[config.mk]
export PLATFORM = sky130hd
export DESIGN_NAME = mul_err_sweep_engine
export DESIGN_NICKNAME = d
export VERILOG_FILES = /design/src/rtl/mul_sweep_pkg.sv /design/src/rtl/mul_err_sweep_engine_fifo.sv /design/src/rtl/mul_err_sweep_engine.sv
export SDC_FILE = /design/constraint.sdc
export NUM_CORES = 1
export LEC_CHECK = 0
export BUFFER_PORTS_ARGS = -buffer_cell sky130_fd_sc_hd__buf_2
export CAP_MARGIN = 20
export CORE_MARGIN = 4
export CORE_UTILIZATION = 40
export CTS_CLUSTER_SIZE = 25
export DETAILED_ROUTE_END_ITERATION = 12
export PLACE_DENSITY = 0.61
export SETUP_SLACK_MARGIN = 0.4
export SYNTH_ARGS = -nofsm -noshare
export SYNTH_HDL_FRONTEND = slang
export SYNTH_HIERARCHICAL = 1
export SYNTH_SLANG_ARGS = --single-unit
[constraint.sdc]
create_clock -name clk -period 7.8 [get_ports clk]
set_input_delay 1.17 -clock clk [delete_from_list [all_inputs] [get_ports clk]]
set_output_delay 1.17 -clock clk [all_outputs]
set_load 0.01 [all_outputs]
[src/rtl/mul_sweep_pkg.sv]
// mul_sweep_pkg
//   Shared types and width helpers for the multiplier error-sweep engine.
//   sweep_state_e : engine FSM states.
//   ACC_W(b)      : sum_abs_err width   (4*b)
//   CNT_W(b)      : err_count width     (2*b+1)
//   SQ_W(b)       : sum_sq_err width    (6*b), only used when SWEEP_MSE_EN is defined
package mul_sweep_pkg;

    typedef enum logic [1:0] {
        S_IDLE  = 2'd0,
        S_RUN   = 2'd1,
        S_DRAIN = 2'd2,
        S_DONE  = 2'd3
    } sweep_state_e;

    // Widths scale with the operand width of the multiplier under test.
    function automatic int ACC_W(input int b);
        return 4 * b;
    endfunction

    function automatic int CNT_W(input int b);
        return 2 * b + 1;
    endfunction

    function automatic int SQ_W(input int b);
        return 6 * b;
    endfunction

endpackage

[src/rtl/mul_err_sweep_engine_fifo.sv]
// sweep_op_fifo
//   Operand queue holding issued {x,y} pairs until their results return.
//   clk, rst  : clock, synchronous active-high reset (empties the queue)
//   push      : write wr_data (dropped when full unless a pop happens too)
//   pop       : drop the head entry (ignored when empty)
//   rd_data   : head entry, valid while count != 0
//   count     : number of stored entries, 0..DEPTH
module sweep_op_fifo #(
    parameter int DEPTH = 8,
    parameter int W     = 16
) (
    input  logic                     clk,
    input  logic                     rst,
    input  logic                     push,
    input  logic                     pop,
    input  logic [W-1:0]             wr_data,
    output logic [W-1:0]             rd_data,
    output logic [$clog2(DEPTH):0]   count
);
    localparam int PW = $clog2(DEPTH);
    localparam logic [PW:0] FULL = (PW+1)'(DEPTH);

    logic [W-1:0]  mem_q [DEPTH];
    logic [PW-1:0] wr_ptr_q, wr_ptr_d, rd_ptr_q, rd_ptr_d;
    logic [PW:0]   count_q, count_d;
    logic          do_push, do_pop;

    always_comb begin
        do_pop   = pop && (count_q != '0);
        // A full queue still accepts a push when the head leaves in the same cycle.
        do_push  = push && ((count_q != FULL) || do_pop);
        wr_ptr_d = wr_ptr_q + PW'(do_push);
        rd_ptr_d = rd_ptr_q + PW'(do_pop);
        count_d  = count_q + (PW+1)'(do_push) - (PW+1)'(do_pop);
    end

    always_ff @(posedge clk) begin
        if (rst) begin
            wr_ptr_q <= '0;
            rd_ptr_q <= '0;
            count_q  <= '0;
        end else begin
            wr_ptr_q <= wr_ptr_d;
            rd_ptr_q <= rd_ptr_d;
            count_q  <= count_d;
        end
    end

    // Storage needs no reset: the pointers define what is valid.
    always_ff @(posedge clk) begin
        if (do_push) mem_q[wr_ptr_q] <= wr_data;
    end

    assign rd_data = mem_q[rd_ptr_q];
    assign count   = count_q;

endmodule

[src/rtl/mul_err_sweep_engine.sv]
// mul_err_sweep_engine
//   Sweeps every operand pair (x outer, y inner) through an external multiplier,
//   compares each returned product with the exact one and accumulates error stats.
//   clk, rst            : clock, synchronous active-high reset
//   start               : begins a sweep from IDLE or DONE
//   op_x, op_y, op_valid/op_ready : operand issue handshake
//   res_z, res_valid    : in-order results, no backpressure
//   busy, done          : RUN/DRAIN and DONE indicators
//   protocol_err        : sticky, set by a result with nothing outstanding
//   sum_abs_err, max_abs_err, err_count : error statistics
//   sum_sq_err          : sum of squared errors, present only with SWEEP_MSE_EN
// Build option: define SWEEP_MSE_EN to add the squared-error accumulator.
module mul_err_sweep_engine
    import mul_sweep_pkg::*;
#(
    parameter int BIT   = 8,
    parameter int DEPTH = 8
) (
    input  logic                    clk,
    input  logic                    rst,
    input  logic                    start,
    output logic [BIT-1:0]          op_x,
    output logic [BIT-1:0]          op_y,
    output logic                    op_valid,
    input  logic                    op_ready,
    input  logic [2*BIT-1:0]        res_z,
    input  logic                    res_valid,
    output logic                    busy,
    output logic                    done,
    output logic                    protocol_err,
    output logic [ACC_W(BIT)-1:0]   sum_abs_err,
    output logic [2*BIT-1:0]        max_abs_err,
    output logic [CNT_W(BIT)-1:0]   err_count
`ifdef SWEEP_MSE_EN
    ,
    output logic [SQ_W(BIT)-1:0]    sum_sq_err
`endif
);
    localparam int PW  = 2 * BIT;
    localparam int AW  = ACC_W(BIT);
    localparam int CW  = CNT_W(BIT);
    localparam int FCW = $clog2(DEPTH) + 1;

    sweep_state_e     state_q, state_d;
    logic [PW-1:0]    idx_q, idx_d;       // {x, y} of the next pair to issue
    logic [AW-1:0]    sum_q, sum_d;
    logic [PW-1:0]    max_q, max_d;
    logic [CW-1:0]    cnt_q, cnt_d;
    logic             perr_q, perr_d;
`ifdef SWEEP_MSE_EN
    localparam int SW = SQ_W(BIT);
    logic [SW-1:0]    sq_q, sq_d;
`endif

    logic [FCW-1:0]   out_cnt;
    logic [PW-1:0]    head;
    logic             issue, accept, clr;
    logic [PW-1:0]    exact, abs_err;
    logic signed [PW:0] diff;

    assign op_valid = (state_q == S_RUN) && (out_cnt < FCW'(DEPTH));
    assign issue    = op_valid && op_ready;
    assign accept   = res_valid && (out_cnt != '0);
    assign clr      = start && ((state_q == S_IDLE) || (state_q == S_DONE));

    sweep_op_fifo #(.DEPTH(DEPTH), .W(PW)) u_fifo (
        .clk     (clk),
        .rst     (rst),
        .push    (issue),
        .pop     (accept),
        .wr_data (idx_q),
        .rd_data (head),
        .count   (out_cnt)
    );

    // One extra bit keeps the difference signed; its magnitude fits in PW bits.
    always_comb begin
        exact   = PW'(head[PW-1:BIT]) * PW'(head[BIT-1:0]);
        diff    = $signed({1'b0, res_z}) - $signed({1'b0, exact});
        abs_err = diff[PW] ? PW'(-diff) : diff[PW-1:0];
    end

    always_comb begin
        state_d = state_q;
        idx_d   = idx_q;
        sum_d   = sum_q;
        max_d   = max_q;
        cnt_d   = cnt_q;
        perr_d  = perr_q;
`ifdef SWEEP_MSE_EN
        sq_d    = sq_q;
`endif
        case (state_q)
            S_IDLE, S_DONE: if (start) state_d = S_RUN;
            S_RUN: if (issue) begin
                idx_d = idx_q + PW'(1);
                if (idx_q == '1) state_d = S_DRAIN;
            end
            S_DRAIN: if (out_cnt == '0) state_d = S_DONE;
            default: state_d = S_IDLE;
        endcase

        if (clr) begin
            idx_d  = '0;
            sum_d  = '0;
            max_d  = '0;
            cnt_d  = '0;
            perr_d = 1'b0;
`ifdef SWEEP_MSE_EN
            sq_d   = '0;
`endif
        end else begin
            if (accept) begin
                sum_d = sum_q + AW'(abs_err);
                if (abs_err > max_q) max_d = abs_err;
                if (abs_err != '0)   cnt_d = cnt_q + CW'(1);
`ifdef SWEEP_MSE_EN
                sq_d  = sq_q + SW'(abs_err) * SW'(abs_err);
`endif
            end
            if (res_valid && (out_cnt == '0)) perr_d = 1'b1;
        end
    end

    always_ff @(posedge clk) begin
        if (rst) begin
            state_q <= S_IDLE;
            idx_q   <= '0;
            sum_q   <= '0;
            max_q   <= '0;
            cnt_q   <= '0;
            perr_q  <= 1'b0;
`ifdef SWEEP_MSE_EN
            sq_q    <= '0;
`endif
        end else begin
            state_q <= state_d;
            idx_q   <= idx_d;
            sum_q   <= sum_d;
            max_q   <= max_d;
            cnt_q   <= cnt_d;
            perr_q  <= perr_d;
`ifdef SWEEP_MSE_EN
            sq_q    <= sq_d;
`endif
        end
    end

    assign op_x         = idx_q[PW-1:BIT];
    assign op_y         = idx_q[BIT-1:0];
    assign busy         = (state_q == S_RUN) || (state_q == S_DRAIN);
    assign done         = (state_q == S_DONE);
    assign protocol_err = perr_q;
    assign sum_abs_err  = sum_q;
    assign max_abs_err  = max_q;
    assign err_count    = cnt_q;
`ifdef SWEEP_MSE_EN
    assign sum_sq_err   = sq_q;
`endif

endmodule

### Yosys cells after proc, flatten, opt, wreduce, memory -nomap -nowiden

Memory sizes are Yosys's and may differ from the RTL's. A register that Yosys moved wholly into a read port is not among the register bits.
Cells that the tools add are included.

* bits in registers: 94
* latch bits: 0
* RAM bits: 128
* ROM bits: 0
* bits of input ports: 21
* output and inout bits: 85
* logic and storage cells: 60
* memories kept: 1

* $add $sub $neg: 9
* multiply operators: 1
* divide/modulo/power cells: 0
* magnitude comparators: 2
* equal/unequal tests: 9
* shifts and indexed selects: 0
* multiplexer cells: 9
* bitwise logic cells: 0
* reduce and logical (&&, ||, !) cells: 20

Memory list
* u_fifo.mem_q: words 8, width 16, rd ports 1, clocked after Yosys merged registers in 1, wr ports 1, RTL line mul_err_sweep_engine_fifo.sv:23 `logic [W-1:0] mem_q [DEPTH];`

Operators with widths (count)
* adder 32 x 16 -> 32 bit: 1
* adder 17 x 1 -> 17 bit (second input constant): 1
* subtractor 16 x 16 -> 17 bit: 1
* adder 16 x 1 -> 16 bit (second input constant): 1
* equality test 16 bit (second input constant): 1
* > comparator 16 bit: 1
* multiplier 8 x 8 -> 16 bit: 1
* two-way mux 16 bit: 1
* negation 16 bit: 1
* nonzero test 16 bit: 1
* two-way mux 2 bit: 4
* logical AND 1 bit: 7
* adder 3 x 1 -> 3 bit: 2
* case mux 2 bit (3 select lines): 1
* AND reduction 2 bit: 3
* adder 4 x 1 -> 4 bit: 1
* equality test 2 bit (second input constant): 2
* logical NOT 4 bit: 1
* < comparator 4 bit (second input constant): 1
* inequality test 2 x 1 -> 1 bit (second input constant): 2
* inequality test 2 bit (second input constant): 2
* inequality test 4 bit (second input constant): 1
* AND reduction 4 bit: 1
* nonzero test 4 bit: 1
* 7 further kinds: 11

### Longest topological paths before layout

Gate-level depths: netlist of run 1.

* depth after elaboration: 7
* depth in mapped cells: 34
* depth with buffers taken out: 31

### Modules after synthesis

Netlist of run 1, hierarchy kept.

By module, submodules not included
* mul_err_sweep_engine: instances 1, cells each 1061, area an instance 8459.4 um^2, sequential area each 1681.6 um^2
* sweep_op_fifo: instances 1, cells each 248, area an instance 5520.3 um^2, sequential area each 4043.9 um^2

### Worst setup path before layout of run 1

No wires, ideal clock.

* path type: reg2reg
* start point: reg u_fifo/rd_ptr_q[1] (netlist name)
* end point: reg sum_q[19] (netlist: sum_abs_err[19])
* setup time: 0.132 ns
* arrival time: 8.066 ns
* data required time: 7.668 ns
* slack: -0.398 ns
* stages on the path, launching flop included: 33
* buffers on the path: 3
* period minus slack after synthesis: 8.198 ns
* cell sequence: dfxtp_1 -> buf_6 -> buf_6 -> mux4_1 -> mux2_2 -> and2_1 -> fa_1 -> inv_1 -> fa_1 -> fa_1 -> inv_1 -> fa_1 -> inv_1 -> ha_1 -> and4_1 -> a21boi_2 -> o2111ai_1 -> a21o_1 -> nand3_1 -> clkbuf_1 -> o21ai_0 -> ha_1 -> a21o_1 -> a21oi_1 -> o21bai_1 -> a21oi_1 -> o21bai_1 -> a21oi_1 -> o21a_1 -> o21ai_0 -> a41oi_1 -> or3_1 -> a21oi_1

RTL lines
* to (signal assigned): RTL line mul_err_sweep_engine.sv:139 `sum_q <= sum_d;`
* to (decl): RTL line mul_err_sweep_engine.sv:46 `logic [AW-1:0] sum_q, sum_d;`

==> impl_metrics.tcl, run 1 <==
set metrics [dict create \
    status "completed" \
    rsz0062_at_grt "true" \
    hold_viol 0 \
    grt_pass1_wl_mm 57.1 \
    core_area_um2 34500 \
    placed_cell_area_um2 15500 \
    cts_made_buffers 22 \
    cp-end-kind "flop" \
    fp.dieW_um 195 \
    cp_common_cell "fa_1" \
    htreeDepth 1 \
    clkSinkCount 222 \
    yosysWarnings 6 \
    pre_cts_ws_ns -0.0984 \
    relSlewSlack_pct 29.7 \
    worst_slew_pin_slew_ns 1.05 \
    synth_compound_area_share_pct 12.4 \
    min_period_over_period_pct 98.0 \
    slew_viol_final 0 \
    final_util_pct 50.3 \
    synth_top_family_by_area "adder cells" \
    synth-simple-area-share_pct 15.1 \
    synth_seq_area_share_pct 41.0 \
    gp_congestion 0.860 \
    cp-start-kind "flop" \
    portBuffers 105 \
    via_per_inst 5.42 \
    fmax_ghz 0.131 \
    grtUsageTotal_pct 18.1 \
    synthAdderAreaFrac_pct 15.3 \
    cts_tree "built" \
    worst_ep_required_time_ns 8.23 \
    synth_fp_nets 1470 \
    grt_max_degree 66 \
    drt-pass1-iter-count 5 \
    worst-path-max-fanout 8 \
    min_path_type "reg2reg" \
    num_vias 10712 \
    yosys-top-cells-area "edfxtp_1 27%, dfxtp_1 13%, ha_1 8.0%, fa_1 7.3%, mux4_1 5.3%" \
    cp_slowest_cell "fa_1" \
    ant_nets 0 \
    syn_avg_cell_area_um2 10.7 \
    cp_top_family "adder cells" \
    dieArea_um2 38000 \
    layout-drive-gt1-share_pct 27.8 \
    clk_pin_slew_worst_paths_ns 0.06 \
    area_growth_pct 24.4 \
    first_global_vias 10709 \
    num_rows 68 \
    synth_edf_count 128 \
    dp_hpwl_mm 24.2 \
    dieHeight_um 195 \
    drt_iter0_drc 637 \
    synth_area_um2 14000 \
    period_needed_ns 7.65 \
    synth_xor_xnor_area_share_pct 3.71 \
    worst-path-buf-inv 5 \
    synth.area.mux_share_pct 7.63 \
    wl_per_cell_um 17.9 \
    setup_slack_ns 0.155 \
    final_area_um2 17400 \
    nNetsFinal 1665 \
    drc_errors 0 \
    setup_viol 0 \
    crit_type "reg2reg" \
    synth_top_area_share_pct 27.5 \
    clk_latency_ns 0.51 \
    yosys.area.top_type "edfxtp_1" \
    cts_root_buf "clkbuf_16" \
    async_reset_ff_share_pct 0 \
    grt_antenna_before_repair 0 \
    cap_violations 0 \
    routed_wl_mm 35.4 \
    start_util_pct 40.5 \
    top_level_ports 106 \
    ys.flop_type "edfxtp_1" \
    cp.arrival_ns 8.08 \
    max_stage_delay_ns 0.54 \
    ys_types 82 \
    clockBufferDepth 3 \
    ys_seq_elements 222 \
    skew_ns 0.00915 \
    antenna_cells 0 \
    grt-ovfl-total 0 \
    synthCells 1309 \
]
-- repair_timing --
| item | in CTS | in global routing |
|---|---|---|
| cloned | 6 | 1 |
| pin swaps | 59 | 21 |
| buffers inserted | 34 | 17 |
| endpoints found under the hold margin | 0 | 0 |
| resized for setup | 104 | 42 |
| setup endpoints to repair | 54 | 55 |
| hold buffers | 0 | 0 |
-- cells in the mapped netlist, types with 5 or more instances --
master    count
a21oi_1      78
nand2_1     104
o211ai_1     12
fa_1         51
or3_1        21
and2_1       45
o21a_1        7
clkbuf_1     30
o21bai_1      7
mux2_2       16
dfxtp_1      94
a211oi_1     13
xnor2_1      34
and3_1       16
ha_1         89
nand2b_1      5
nand3_1      44
and4_1       10
buf_2         9
o21ai_0      43
a21o_1       23
mux2i_1       6
edfxtp_1    128
nand4_1      13
xor2_1       20
a31oi_1      10
nor2b_1       9
nor3_1       43
inv_1       121
mux4_1       28
nor2_1       77
buf_6         6
-- worst min-delay path, cell delays in order (launching register included) --
cell	delay [ns]
dfxtp_1	0.32
nand2_1	0.06
o21ai_1	0.05
-- through the flow --
stage          TNS [ns]  hold WS (ns)  std cells
2_1_floorplan         0         0.485       1309
3_3_place_gp          0         0.450       1877
3_5_place_dp     -0.775         0.456       1877
4_1_cts               0         0.465       1957
5_1_grt           -1.63         0.502       1975
6_report              0         0.469       1975
-- cell type report --
class	instances	area [um^2]
sequential	222	5730
timing repair buffer	219	1600
clock buffer	30	641
tap	455	569
multi-input combinational	918	8310
fill	3143	17200
clock inverter	10	90.1
inverter	121	454
-- cell usage in the layout, fill, tap and decap left out, drive strengths merged, types with 5 or more instances in the layout --
| cell type | Yosys | final |
|---|---|---|
| nand2 | 104 | 104 |
| and4 | 10 | 10 |
| a31oi | 10 | 10 |
| buf | 18 | 219 |
| inv | 121 | 122 |
| o21a | 7 | 7 |
| nor3 | 44 | 44 |
| o2111ai | 5 | 5 |
| or2 | 6 | 6 |
| a211oi | 14 | 14 |
| nor2b | 9 | 9 |
| mux4 | 32 | 32 |
| fa | 51 | 51 |
| dfxtp | 94 | 94 |
| and2 | 45 | 45 |
| o21ai | 46 | 46 |
| a2111oi | 8 | 8 |
| and3 | 16 | 16 |
| xnor2 | 34 | 34 |
| mux2i | 6 | 6 |
| xor2 | 20 | 20 |
| mux2 | 16 | 16 |
| o211ai | 12 | 12 |
| nor2 | 77 | 77 |
| nand4 | 13 | 13 |
| clkinv | 0 | 8 |
| ha | 89 | 89 |
| edfxtp | 128 | 128 |
| clkbuf | 31 | 30 |
| a21oi | 80 | 81 |
| a21o | 23 | 23 |
| nand2b | 5 | 5 |
| a31o | 5 | 5 |
| or3 | 22 | 22 |
| nand3 | 44 | 44 |
| o21bai | 7 | 7 |
-- flip-flops by register name (all words and copies together) (netlist names) --
name,count
u_fifo/mem_q,128
state_q,2
u_fifo/wr_ptr_q,3
protocol_err,1
sum_abs_err,32
max_abs_err,16
idx_q,16
err_count,17
u_fifo/rd_ptr_q,3
u_fifo/count,4
-- logic make-up (layout without fill, tap and decap cells) --
kind of cell / count (synthesis) / after routing
AOI/OAI and AO/OA: 253 / 254
xor gates and xnor gates: 56 / 56
adders and majority gates: 140 / 140
buffers and inverters: 170 / 380
DFF: 222 / 222
muxes: 54 / 54
and+or+nand+nor: 414 / 414
-- worst paths after layout --
| check | start | to | slack [ns] | depth (start not counted) |
|---|---|---|---|---|
| worst min-delay path | err_count[16] | err_count[16] | 0.47 | 2 |
| worst min register to register | err_count[16] | err_count[16] | 0.47 | 2 |
| worst max register to register | u_fifo/rd_ptr_q[1] | sum_abs_err[28] | 0.15 | 32 |
| worst max-delay path | u_fifo/rd_ptr_q[1] | sum_abs_err[28] | 0.15 | 32 |
-- layer usage --
metal | wire, um | vias up | share of wire (%) | GRT usage (%)
met5 | 0 | - | 0 | 0
met4 | 694 | 0 | 2.0 | 3.98
met3 | 1560 | 49 | 4.4 | 2.13
met2 | 16800 | 245 | 47 | 30.2
met1 | 16400 | 5292 | 46 | 25.5
li1 | - | 5126 | - | -
Power of run 1 is left out: the tool's default activity adds up to more than one toggle a clock period on the data nets, which glitch-free logic cannot reach.
==> run 2, diff against run 1 <==
- SYNTH_HIERARCHICAL: 1 -> not set
==> run 2 against run 1 <==
The flow now finishes with violations (setup timing). Non-clock buffer count up 88. Global-route usage up 0.90 points. Fmax down 6.4%. Wire length up 3.0%. Cell count up 3.2%. Via count up 1.3%. Synthesized area down 2.2%. Sequential cell count unchanged. Critical endpoint is now max_abs_err[7]. Highest routed layer unchanged.
==> impl_metrics.tcl, run 2 <==
set metrics [dict create \
    status "complete, but fails checks" \
    violations "setup timing" \
    final_common_cell "buf_4" \
    gp_congestion 0.879 \
    fillers 2899 \
    hold_depth 2 \
    grtUsageTotal_pct 19.0 \
    slew_viol_final 0 \
    clk_pin_slew_worst_paths_ns 0.06 \
    hold-worst-slack_ns 0.466 \
    htreeDepth 1 \
    via_per_inst 5.32 \
    relSlewSlack_pct 32.6 \
    yosys.cell_count.top_type "inv_1" \
    drt-pass1-iter-count 5 \
    crit_type "reg2reg" \
    ys.flop_type "edfxtp_1" \
    final_cells 2038 \
    routed_wl_mm 36.5 \
    cp_common_cell "fa_1" \
    clkSinkCount 222 \
    multi_input_area_um2 8300 \
    syn_avg_cell_area_um2 10.7 \
    min_period_over_period_pct 105 \
    setup_viol 25 \
    fmax_ghz 0.122 \
    final-seq-area_um2 5730 \
    synth_fp_nets 1441 \
    period_needed_ns 8.17 \
    synth_seq_area_share_pct 41.9 \
    rsz0062_at_grt "true" \
    cp_slowest_cell "mux4_2" \
    core_area_um2 33600 \
    cp-end-kind "flop" \
    num_rows 67 \
    placed_cell_area_um2 16200 \
    ant_nets 0 \
    regMostFlops "u_fifo.mem_q" \
    synth_top_area_share_pct 28.1 \
    grt_max_degree 71 \
    synth_area_um2 13700 \
    cts_root_buf "clkbuf_16" \
    grt_antenna_before_repair 0 \
    dieHeight_um 193 \
    worst_slew_pin_slew_ns 1.01 \
    first_global_vias 10792 \
    largest_reg_flops 128 \
    antenna_cells 0 \
    clk_latency_ns 0.53 \
    synthCells 1279 \
    cp-start-kind "flop" \
    cts_made_buffers 25 \
    r2r_setup_slack_ns -0.37 \
    cp.arrival_ns 8.55 \
    start_util_pct 40.7 \
    max_stage_delay_ns 0.53 \
    async_reset_ff_share_pct 0 \
    dp_hpwl_mm 25.2 \
    cap_violations 0 \
    worst-path-max-fanout 8 \
    r2r-start "u_fifo.rd_ptr_q[0]" \
    ys_types 89 \
    yosys-top-cells-area "edfxtp_1 28%, dfxtp_1 14%, ha_1 8.2%, fa_1 7.5%, mux4_2 5.3%" \
    ys_seq_elements 222 \
    placed_cells 1947 \
    drt_iter0_drc 685 \
    hold_viol 0 \
    final_area_um2 18200 \
    num_vias 10846 \
    layout_common_cells "169 x buf_4, 129 x inv_1, 128 x edfxtp_1" \
    setup_slack_ns -0.368 \
    drc_errors 0 \
    grt_pass1_wl_mm 57.0 \
    area_growth_pct 33.3 \
    fp.dieW_um 193 \
    clockBufferDepth 3 \
    min_path_type "reg2reg" \
    whs_endpoint "err_count[16]" \
    dieArea_um2 37200 \
    synthTopCellsByCount "137 x inv_1, 128 x edfxtp_1, 104 x nand2_1" \
    skew_ns 0.0246 \
    reg2reg_depth 33 \
    hold_buffers 0 \
    top_level_ports 106 \
    wl_per_cell_um 17.9 \
    nNetsFinal 1734 \
    final_util_pct 54.2 \
    min_from "err_count[16]" \
    yosys.area.top_type "edfxtp_1" \
    grt-ovfl-total 0 \
    portBuffers 105 \
    worstReg2RegEnd "max_abs_err[7]" \
    yosysWarnings 0 \
    layout-drive-gt1-share_pct 34.7 \
    cts_tree "built" \
    worst_ep_required_time_ns 8.18 \
    synth_edf_count 128 \
]
## run 2: changes by cell type after synthesis, moves of 10 or more
cell / previous run / this run
and2_1: 45 / 9
mux4_1: 28 / 0
mux4_2: 4 / 32
o21ai_0: 43 / 20
nand2b_1: 5 / 26
nor2_1: 77 / 95
inv_1: 121 / 137
mux2i_1: 6 / 22
a211oi_1: 13 / 3
or3_1: 21 / 11
## run 2: critical path: cells and delay by family (launching register included)
family                     cells  cell delay (ns)
and+or+nand+nor                8             1.26
AOI/OAI and AO/OA              7             1.53
adders and majority gates      7             2.87
buffers and inverters          8             0.88
DFF                            1             0.42
xor gates and xnor gates       1             0.28
muxes                          2             0.78
## run 2: layout make-up
cell class | count | share of cell area, %
sequential | 222 | 31.4
clock inverter | 10 | 0.467
clock buffer | 35 | 3.80
inverter | 137 | 2.83
multi-input combinational | 879 | 45.5
tap | 448 | 3.08
timing repair buffer | 307 | 12.9
## run 2: how the worst max path moves through the flow
stage                                   from         endpoint  slack (ns)  cells after the start
final                     u_fifo.rd_ptr_q[0]   max_abs_err[7]       -0.37                     33
after global routing      u_fifo.rd_ptr_q[0]   max_abs_err[7]       -0.63                     33
after CTS                 u_fifo.rd_ptr_q[0]   max_abs_err[8]       -0.16                     34
after detailed placement  u_fifo.rd_ptr_q[0]   max_abs_err[3]       -0.35                     33
after global placement    u_fifo.rd_ptr_q[0]   max_abs_err[9]       -0.29                     31
after floorplan           u_fifo.rd_ptr_q[0]  max_abs_err[12]        0.20                     37
## run 2: stage by stage
stage	setup TNS (ns)	setup slack (ns)
floorplan	0	0.198
global placement	-4.48	-0.288
detailed placement	-5.70	-0.346
CTS	-2.28	-0.161
global route	-13.86	-0.633
finish	-4.59	-0.368
## run 2: kinds of logic after synthesis
family | share of synthesized area [%]
DFF | 41.9
AOI/OAI and AO/OA | 10.4
muxes | 7.73
adders and majority gates | 15.8
buffers and inverters | 5.14
and+or+nand+nor | 15.2
xor gates and xnor gates | 3.88
## run 2: what timing repair did
item,in CTS,in global routing
cloned,5,4
buffers inserted,14,23
gates resized for setup,35,117
pin swaps,11,45
setup endpoints to repair,37,58
## run 2: metal layers
metal / vias up / GRT usage [%] / routed length [um]
met2: 224 / 32.5 / 17900
li1: 5186 / - / -
met3: 41 / 2.51 / 1670
met4: 0 / 4.03 / 614
met5: - / 0 / 0
met1: 5395 / 26.0 / 16300
Power of run 2 is left out for the same reason.
